### src/rtl/pipeline_hazard_sequencer_pkg.sv
// ============================================================================
// pipeline_hazard_sequencer_pkg : sequencer states, stage indices, mask helper
// Revision : 1.0
// ============================================================================
`default_nettype none

package pipeline_hazard_sequencer_pkg;

    typedef enum logic [2:0] {
        ST_RUN        = 3'd0,
        ST_REDIR_WAIT = 3'd1,
        ST_SQUASH     = 3'd2,
        ST_DRAIN      = 3'd3,
        ST_HALTED     = 3'd4
    } seq_state_t;

    localparam int STG_IFID  = 0;
    localparam int STG_IDEX  = 1;
    localparam int STG_EXMEM = 2;
    localparam int STG_MEMWB = 3;

    // Mask with the lowest 'depth' bits set.
    function automatic logic [31:0] low_mask(input int unsigned depth);
        if (depth >= 32)
            low_mask = '1;
        else
            low_mask = (32'd1 << depth) - 32'd1;
    endfunction

endpackage

`default_nettype wire

### src/rtl/pipeline_hazard_sequencer_if.sv
// ============================================================================
// pipeline_hazard_sequencer_if : hazard events in, pipeline controls out
// Revision : 1.0
// ============================================================================
`default_nettype none

interface pipeline_hazard_sequencer_if #(
    parameter int NUM_STAGES = 4,
    parameter int CNT_WIDTH  = 16
);
    logic                  inst_busy;
    logic                  data_busy;
    logic                  data_hazard;
    logic                  branch_mispredict;
    logic                  jump_mispredict;
    logic                  halt_req;
    logic                  pc_write;
    logic                  redirect_take;
    logic                  redirect_sel;
    logic [NUM_STAGES-1:0] stage_write;
    logic [NUM_STAGES-1:0] stage_flush;
    logic                  halted;
    logic [CNT_WIDTH-1:0]  stall_cycles;
    logic [CNT_WIDTH-1:0]  flush_count;

    modport master (
        output inst_busy, data_busy, data_hazard,
               branch_mispredict, jump_mispredict, halt_req,
        input  pc_write, redirect_take, redirect_sel, stage_write,
               stage_flush, halted, stall_cycles, flush_count
    );

    modport slave (
        input  inst_busy, data_busy, data_hazard,
               branch_mispredict, jump_mispredict, halt_req,
        output pc_write, redirect_take, redirect_sel, stage_write,
               stage_flush, halted, stall_cycles, flush_count
    );
endinterface

`default_nettype wire

### src/rtl/pipeline_hazard_sequencer_sat_counter.sv
// ============================================================================
// sat_counter : up-counter that sticks at all-ones
// Revision : 1.0
// ============================================================================
`default_nettype none

module sat_counter #(
    parameter int CNT_WIDTH = 16
) (
    input  wire logic                 clk,
    input  wire logic                 reset_n,
    input  wire logic                 inc,
    input  wire logic                 clear,
    output logic      [CNT_WIDTH-1:0] count
);
    logic [CNT_WIDTH-1:0] count_q;
    logic [CNT_WIDTH-1:0] count_d;

    always_comb begin
        count_d = count_q;
        if (clear)
            count_d = '0;
        else if (inc && (count_q != {CNT_WIDTH{1'b1}}))
            count_d = count_q + 1'b1;
    end

    always_ff @(posedge clk or negedge reset_n) begin
        if (!reset_n)
            count_q <= '0;
        else
            count_q <= count_d;
    end

    assign count = count_q;
endmodule

`default_nettype wire

### src/rtl/pipeline_hazard_sequencer.sv
// ============================================================================
// pipeline_hazard_sequencer : PC/stage stall-flush sequencing with redirect,
//                             squash, drain/halt and saturating counters
// Revision : 1.0
// ============================================================================
`default_nettype none

module pipeline_hazard_sequencer
    import pipeline_hazard_sequencer_pkg::*;
#(
    parameter int NUM_STAGES = 4,
    parameter int JMP_FLUSH  = 1,
    parameter int BR_FLUSH   = 2,
    parameter int HAZ_STAGE  = 1,
    parameter int CNT_WIDTH  = 16
) (
    input  wire logic                clk,
    input  wire logic                reset_n,
    pipeline_hazard_sequencer_if.slave bus
);
    localparam int DRAIN_W = $clog2(NUM_STAGES) + 1;

    localparam logic [31:0] BR_FULL   = low_mask(BR_FLUSH);
    localparam logic [31:0] JMP_FULL  = low_mask(JMP_FLUSH);
    localparam logic [31:0] HOLD_FULL = low_mask(HAZ_STAGE);
    localparam logic [31:0] HAZ_FULL  = low_mask(HAZ_STAGE + 1) & ~low_mask(HAZ_STAGE);

    localparam logic [NUM_STAGES-1:0] BR_MASK   = BR_FULL[NUM_STAGES-1:0];
    localparam logic [NUM_STAGES-1:0] JMP_MASK  = JMP_FULL[NUM_STAGES-1:0];
    localparam logic [NUM_STAGES-1:0] HOLD_MASK = HOLD_FULL[NUM_STAGES-1:0];
    localparam logic [NUM_STAGES-1:0] HAZ_MASK  = HAZ_FULL[NUM_STAGES-1:0];
    localparam logic [NUM_STAGES-1:0] IF_MASK   = NUM_STAGES'(1) << STG_IFID;
    localparam logic [NUM_STAGES-1:0] ALL_MASK  = '1;

    seq_state_t           state_q, state_d;
    logic                 pend_q, pend_d;
    logic                 kind_q, kind_d;
    logic [DRAIN_W-1:0]   drain_q, drain_d;

    logic                  pc_write;
    logic                  redirect_take;
    logic                  redirect_sel;
    logic [NUM_STAGES-1:0] stage_write;
    logic [NUM_STAGES-1:0] stage_flush;
    logic                  halted;
    logic                  mispredict;
    logic                  stall_inc;

    assign mispredict = bus.branch_mispredict | bus.jump_mispredict;

    always_comb begin
        state_d       = state_q;
        pend_d        = pend_q;
        kind_d        = kind_q;
        drain_d       = drain_q;
        pc_write      = 1'b1;
        redirect_take = 1'b0;
        redirect_sel  = 1'b0;
        stage_write   = ALL_MASK;
        stage_flush   = '0;
        halted        = 1'b0;

        if (state_q == ST_HALTED) begin
            pc_write    = 1'b0;
            stage_write = '0;
            halted      = 1'b1;
        end else if (bus.data_busy) begin
            pc_write    = 1'b0;
            stage_write = '0;
            // A branch seen at any point during the freeze wins over a jump.
            if (mispredict) begin
                pend_d  = 1'b1;
                kind_d  = bus.branch_mispredict | (pend_q & kind_q);
                state_d = ST_REDIR_WAIT;
            end
        end else if (mispredict || (state_q == ST_REDIR_WAIT)) begin
            redirect_take = 1'b1;
            redirect_sel  = mispredict ? bus.branch_mispredict : kind_q;
            stage_flush   = redirect_sel ? BR_MASK : JMP_MASK;
            stage_write   = ~stage_flush;
            pend_d        = 1'b0;
            kind_d        = 1'b0;
            state_d       = (bus.inst_busy || (state_q == ST_SQUASH)) ? ST_SQUASH : ST_RUN;
        end else if (state_q == ST_DRAIN) begin
            pc_write    = 1'b0;
            stage_flush = IF_MASK;
            stage_write = ~IF_MASK;
            if (drain_q <= DRAIN_W'(1)) begin
                drain_d = '0;
                state_d = ST_HALTED;
            end else begin
                drain_d = drain_q - 1'b1;
            end
        end else if (bus.data_hazard) begin
            pc_write    = 1'b0;
            stage_flush = HAZ_MASK;
            stage_write = ~(HOLD_MASK | HAZ_MASK);
            if (state_q == ST_SQUASH)
                state_d = bus.inst_busy ? ST_SQUASH : ST_RUN;
        end else if (bus.inst_busy || (state_q == ST_SQUASH)) begin
            // In SQUASH the fetch landing as inst_busy falls is wrong-path and dropped.
            pc_write    = 1'b0;
            stage_flush = IF_MASK;
            stage_write = ~IF_MASK;
            if (state_q == ST_SQUASH)
                state_d = bus.inst_busy ? ST_SQUASH : ST_RUN;
        end else if (bus.halt_req) begin
            state_d = ST_DRAIN;
            drain_d = DRAIN_W'(NUM_STAGES - 1);
        end

        if (!reset_n) begin
            pc_write      = 1'b0;
            redirect_take = 1'b0;
            redirect_sel  = 1'b0;
            stage_write   = '0;
            stage_flush   = '0;
            halted        = 1'b0;
        end
    end

    always_ff @(posedge clk or negedge reset_n) begin
        if (!reset_n) begin
            state_q <= ST_RUN;
            pend_q  <= 1'b0;
            kind_q  <= 1'b0;
            drain_q <= '0;
        end else begin
            state_q <= state_d;
            pend_q  <= pend_d;
            kind_q  <= kind_d;
            drain_q <= drain_d;
        end
    end

    assign stall_inc = reset_n & ~pc_write &
                       (state_q != ST_DRAIN) & (state_q != ST_HALTED);

    sat_counter #(.CNT_WIDTH(CNT_WIDTH)) u_stall_cnt (
        .clk     (clk),
        .reset_n (reset_n),
        .inc     (stall_inc),
        .clear   (1'b0),
        .count   (bus.stall_cycles)
    );

    sat_counter #(.CNT_WIDTH(CNT_WIDTH)) u_flush_cnt (
        .clk     (clk),
        .reset_n (reset_n),
        .inc     (redirect_take),
        .clear   (1'b0),
        .count   (bus.flush_count)
    );

    assign bus.pc_write      = pc_write;
    assign bus.redirect_take = redirect_take;
    assign bus.redirect_sel  = redirect_sel;
    assign bus.stage_write   = stage_write;
    assign bus.stage_flush   = stage_flush;
    assign bus.halted        = halted;
endmodule

`default_nettype wire
### src/flat_wrapper.sv
// flat-port wrapper written by rule: the top's interface ports become plain ports
module pipeline_hazard_sequencer_flat import pipeline_hazard_sequencer_pkg::*;
#(
    parameter int NUM_STAGES = 4,
    parameter int JMP_FLUSH  = 1,
    parameter int BR_FLUSH   = 2,
    parameter int HAZ_STAGE  = 1,
    parameter int CNT_WIDTH  = 16
)
  (clk, reset_n, bus_inst_busy, bus_data_busy, bus_data_hazard, bus_branch_mispredict, bus_jump_mispredict, bus_halt_req, bus_pc_write, bus_redirect_take, bus_redirect_sel, bus_stage_write, bus_stage_flush, bus_halted, bus_stall_cycles, bus_flush_count);
  pipeline_hazard_sequencer_if #(.NUM_STAGES(NUM_STAGES), .CNT_WIDTH(CNT_WIDTH)) bus_i ();
  input  wire logic clk;
  input  wire logic reset_n;
  input wire logic [$bits(bus_i.inst_busy)-1:0] bus_inst_busy;
  input wire logic [$bits(bus_i.data_busy)-1:0] bus_data_busy;
  input wire logic [$bits(bus_i.data_hazard)-1:0] bus_data_hazard;
  input wire logic [$bits(bus_i.branch_mispredict)-1:0] bus_branch_mispredict;
  input wire logic [$bits(bus_i.jump_mispredict)-1:0] bus_jump_mispredict;
  input wire logic [$bits(bus_i.halt_req)-1:0] bus_halt_req;
  output wire logic [$bits(bus_i.pc_write)-1:0] bus_pc_write;
  output wire logic [$bits(bus_i.redirect_take)-1:0] bus_redirect_take;
  output wire logic [$bits(bus_i.redirect_sel)-1:0] bus_redirect_sel;
  output wire logic [$bits(bus_i.stage_write)-1:0] bus_stage_write;
  output wire logic [$bits(bus_i.stage_flush)-1:0] bus_stage_flush;
  output wire logic [$bits(bus_i.halted)-1:0] bus_halted;
  output wire logic [$bits(bus_i.stall_cycles)-1:0] bus_stall_cycles;
  output wire logic [$bits(bus_i.flush_count)-1:0] bus_flush_count;
  assign bus_i.inst_busy = bus_inst_busy;
  assign bus_i.data_busy = bus_data_busy;
  assign bus_i.data_hazard = bus_data_hazard;
  assign bus_i.branch_mispredict = bus_branch_mispredict;
  assign bus_i.jump_mispredict = bus_jump_mispredict;
  assign bus_i.halt_req = bus_halt_req;
  assign bus_pc_write = bus_i.pc_write;
  assign bus_redirect_take = bus_i.redirect_take;
  assign bus_redirect_sel = bus_i.redirect_sel;
  assign bus_stage_write = bus_i.stage_write;
  assign bus_stage_flush = bus_i.stage_flush;
  assign bus_halted = bus_i.halted;
  assign bus_stall_cycles = bus_i.stall_cycles;
  assign bus_flush_count = bus_i.flush_count;
  pipeline_hazard_sequencer #(.NUM_STAGES(NUM_STAGES), .JMP_FLUSH(JMP_FLUSH), .BR_FLUSH(BR_FLUSH), .HAZ_STAGE(HAZ_STAGE), .CNT_WIDTH(CNT_WIDTH)) u_core (.clk(clk), .reset_n(reset_n), .bus(bus_i));
endmodule
### config.mk
export PLATFORM = sky130hd
export DESIGN_NAME = pipeline_hazard_sequencer_flat
export DESIGN_NICKNAME = d
export VERILOG_FILES = /design/src/rtl/pipeline_hazard_sequencer_pkg.sv /design/src/rtl/pipeline_hazard_sequencer_if.sv /design/src/rtl/pipeline_hazard_sequencer_sat_counter.sv /design/src/rtl/pipeline_hazard_sequencer.sv /design/src/flat_wrapper.sv
export SDC_FILE = /design/constraint.sdc
export NUM_CORES = 1
export LEC_CHECK = 0
export ABC_AREA = 1
export BUFFER_PORTS_ARGS = -buffer_cell sky130_fd_sc_hd__buf_2
export CORE_MARGIN = 3
export CORE_UTILIZATION = 50
export CTS_BUF_LIST = sky130_fd_sc_hd__clkbuf_16
export CTS_CLUSTER_DIAMETER = 150
export DETAILED_ROUTE_END_ITERATION = 8
export PLACE_DENSITY_LB_ADDON = 0.3
export SYNTH_ARGS = -nofsm -noshare
export SYNTH_HDL_FRONTEND = slang
export SYNTH_SLANG_ARGS = --single-unit
### constraint.sdc
create_clock -name clk -period 4.4 [get_ports clk]
set_input_delay 0.88 -clock clk [delete_from_list [all_inputs] [get_ports clk]]
set_output_delay 0.88 -clock clk [all_outputs]
set_load 0.02 [all_outputs]
==> metrics.txt <==
CTS tree done; post-synthesis simple-gate area fraction 0.4158; crit path kind input pin to output port; GPL Wtd Cong 0.9535; clk slew on worst S/H paths 50 ps; total CTS buffers 5; DRC 0; via count about 2600; Critical Path AT slightly below 2000 ps; largest net degree at the start of global routing 41; Routed Antenna Nets 0; aggregate global-route resource usage 0.2068; wire length per cell between 10 and 15 um; DP Wirelength 4354 um; Sw Share 0.3666; most frequent cells in the layout 132 x nand2_1, 49 x buf_2, 40 x dfrtp_1; Post-Synth XOR/XNOR Area 0.06799; Synth Area in Compound Gates 0.04579; run status finished, final reports clean; worst-skew pair later-pin latency between 200 and 300 ps; period utilization 0.6442; CTS sink count 40; Post-Synth Adder-Cell Area 0.01850; slowest CP cell nor2_1; Clock power frac 0.286; clock skew roughly 5.2 ps; io pins 52; hold crit path type flop to flop; worst path required time 3520 ps; layout cells sized above 1 0.1929; fmax 352.8 MHz; Fin. Hold Viols 0; Pleak 1.637 nW; vias per inst 5.210; Placed Cells 487; Syn Area/Cell between 7 and 8 um2; Setup Buffers After CTS 0; post-synthesis mux area share 0; Final setup viols 0; Synth top area share 0.3700; relative slew slack 0.4718; Slew @ Worst Pin 789.7 ps; Total Power around 1.2 mW; most area-consuming cells after synthesis dfrtp_1 37%, nand2_1 18%, nand4_1 5.6%, nand3_1 4.8%, inv_1 4.3%; wire length of the first global-routing pass 10390 um; row cnt 26; TNS Setup 0 ps; CP max stage delay 270 ps; grt total ovfl 0; Post-Syn Area 2705 um2; Pint between 700 and 800 uW; height of the die between 70 and 80 um; Starting Density 0.5230; die width 79.56 um; DRT iter0 DRCs 142; largest area contributor in the netlist dfrtp_1; worst-path maximum fanout 3; vias in the first global route 2336; most common cell after layout, fill and taps aside nand2_1; CP endpoint kind output port; placed inst area 2979 um2; Layout area overhead 15.17%; Slew Limit Fails 0; Mapped Cells 375; post-cts sizing count 0; post-synth cell types 33; total of max-cap violations 0; VDD IR max 0.2887 mV; die area 6329 um2; #FFs+latches synth 40; nets 436; NetSw 435.9 uW; final core occ 0.6023; Critical Path Start Type input pin; maximum clock path buffer count 2; CTS root buf clkbuf_16; register area share after synthesis 0.3700; final non-filler cell total between 400 and 500; IO Port Bufs 49; Post-Route WL about 6000 um; crit-path cells buf_2, nor2_1, inv_1, nor3_1, a21oi_1, inv_1, nor2_1, buf_2; power per cell area 381.7 nW/um2; Seq pwr share 0.420; ANT cells 0; final instance area 3115 um2; RSZ-0062 raised after global routing no; Fill cells 491; drt first pass iters 4; Core ar. 5172 um2; largest family of logic cells by synthesized area simple AND/OR/NAND/NOR gates; CTS Hold Bufs 0; yosys warns 0; logic gate share of total power 0.294; htree depth 2; fin crit period 2834 ps; initial antenna violation count 0
metal layers:
layer  routed length (um)  part of all wire  global-route usage
met3                  238             0.040             0.04966
met4                   70             0.012             0.05842
met2                 2940              0.49              0.3523
met5                    0                 0                   0
met1                 2719              0.46              0.2598
stage by stage:
step,setup slack (ps),hold WS (ps)
after detailed placement,1569,462.5
after global routing,1419,516.1
after global placement,1602,456.1
final,1566,469.8
after floorplan,1707,441.9
after CTS,1565,474.2
cell usage after synthesis:
library cell  count
nand3_2           3
nor3_1            9
nand4_1          24
nand4_2           1
o21ai_1           3
inv_4             2
conb_1            1
nand2_1         132
nand3_1          26
nand3_4           1
nor2_2            3
nor2_1           29
a211oi_1          1
o22ai_1           1
xor2_1           12
nand2_4           3
inv_2             5
dfrtp_1          40
o21ai_0          10
buf_2             2
nor2_4            3
xnor2_1           9
a21oi_1           4
ha_1              4
buf_6             2
nand2_2           3
o21ai_2           2
nor3_4            1
and2_1            1
buf_4             5
inv_1            31
nand3b_1          1
o21bai_1          1
worst paths after layout:
path                                                                end  slack (ps)  cells past startpoint                          start
worst max-delay path                                 bus_stage_write[1]        1570                      8            bus_jump_mispredict
worst min-delay path                      u_core.drain_q[1]$_DFFE_PN0P_         470                      2  u_core.drain_q[1]$_DFFE_PN0P_
worst max register to register  u_core.u_stall_cnt.count[0]$_DFFE_PN0P_        2400                      7  u_core.state_q[1]$_DFFE_PN0P_
worst min register to register            u_core.drain_q[1]$_DFFE_PN0P_         470                      2  u_core.drain_q[1]$_DFFE_PN0P_
max in group asynchronous       u_core.u_stall_cnt.count[8]$_DFFE_PN0P_        3320                      2                        reset_n
min in group asynchronous                     u_core.pend_q$_DFFE_PN0P_         710                      2                        reset_n
final cells by class:
cell class / instances / area, um2 / share of cell area
Tap cell: 70 / 87.58 / 0.02811
Sequential cell: 40 / 1001 / 0.3213
Multi-Input combinational cell: 289 / 1490 / 0.4783
Inverter: 38 / 147.6 / 0.04739
Clock inverter: 3 / 11.26 / 0.003614
Clock buffer: 5 / 125.1 / 0.04016
Timing Repair Buffer: 50 / 252.7 / 0.08112
critical path: cells and delay by family:
family | cells | cell delay (ps)
compound gates | 1 | 90
simple gates | 3 | 550
buf+inv | 4 | 440
power groups by stage:
stage               clock [mW]  sequential (mW)  combinational (mW)
floorplan                    0            0.549               0.204
CTS                      0.350            0.500               0.354
global route             0.372            0.513               0.399
global placement             0            0.503               0.342
finish                   0.340            0.499               0.349
detailed placement           0            0.507               0.353
logic make-up (layout without fill, tap and decap cells):
group,Yosys count,after routing
other cells,1,2
xor+xnor,21,21
compound gates,22,22
fa+ha+maj,4,4
simple gates,240,240
buf+inv,47,96
flops,40,40
sequential cells by signal (all words and copies together) (netlist names):
name and count:
u_core.u_flush_cnt.count 16, u_core.u_stall_cnt.count 16, u_core.drain_q 3, u_core.state_q 3
u_core.kind_q 1, u_core.pend_q 1
No activity file was read; power rests on OpenSTA's default activity.
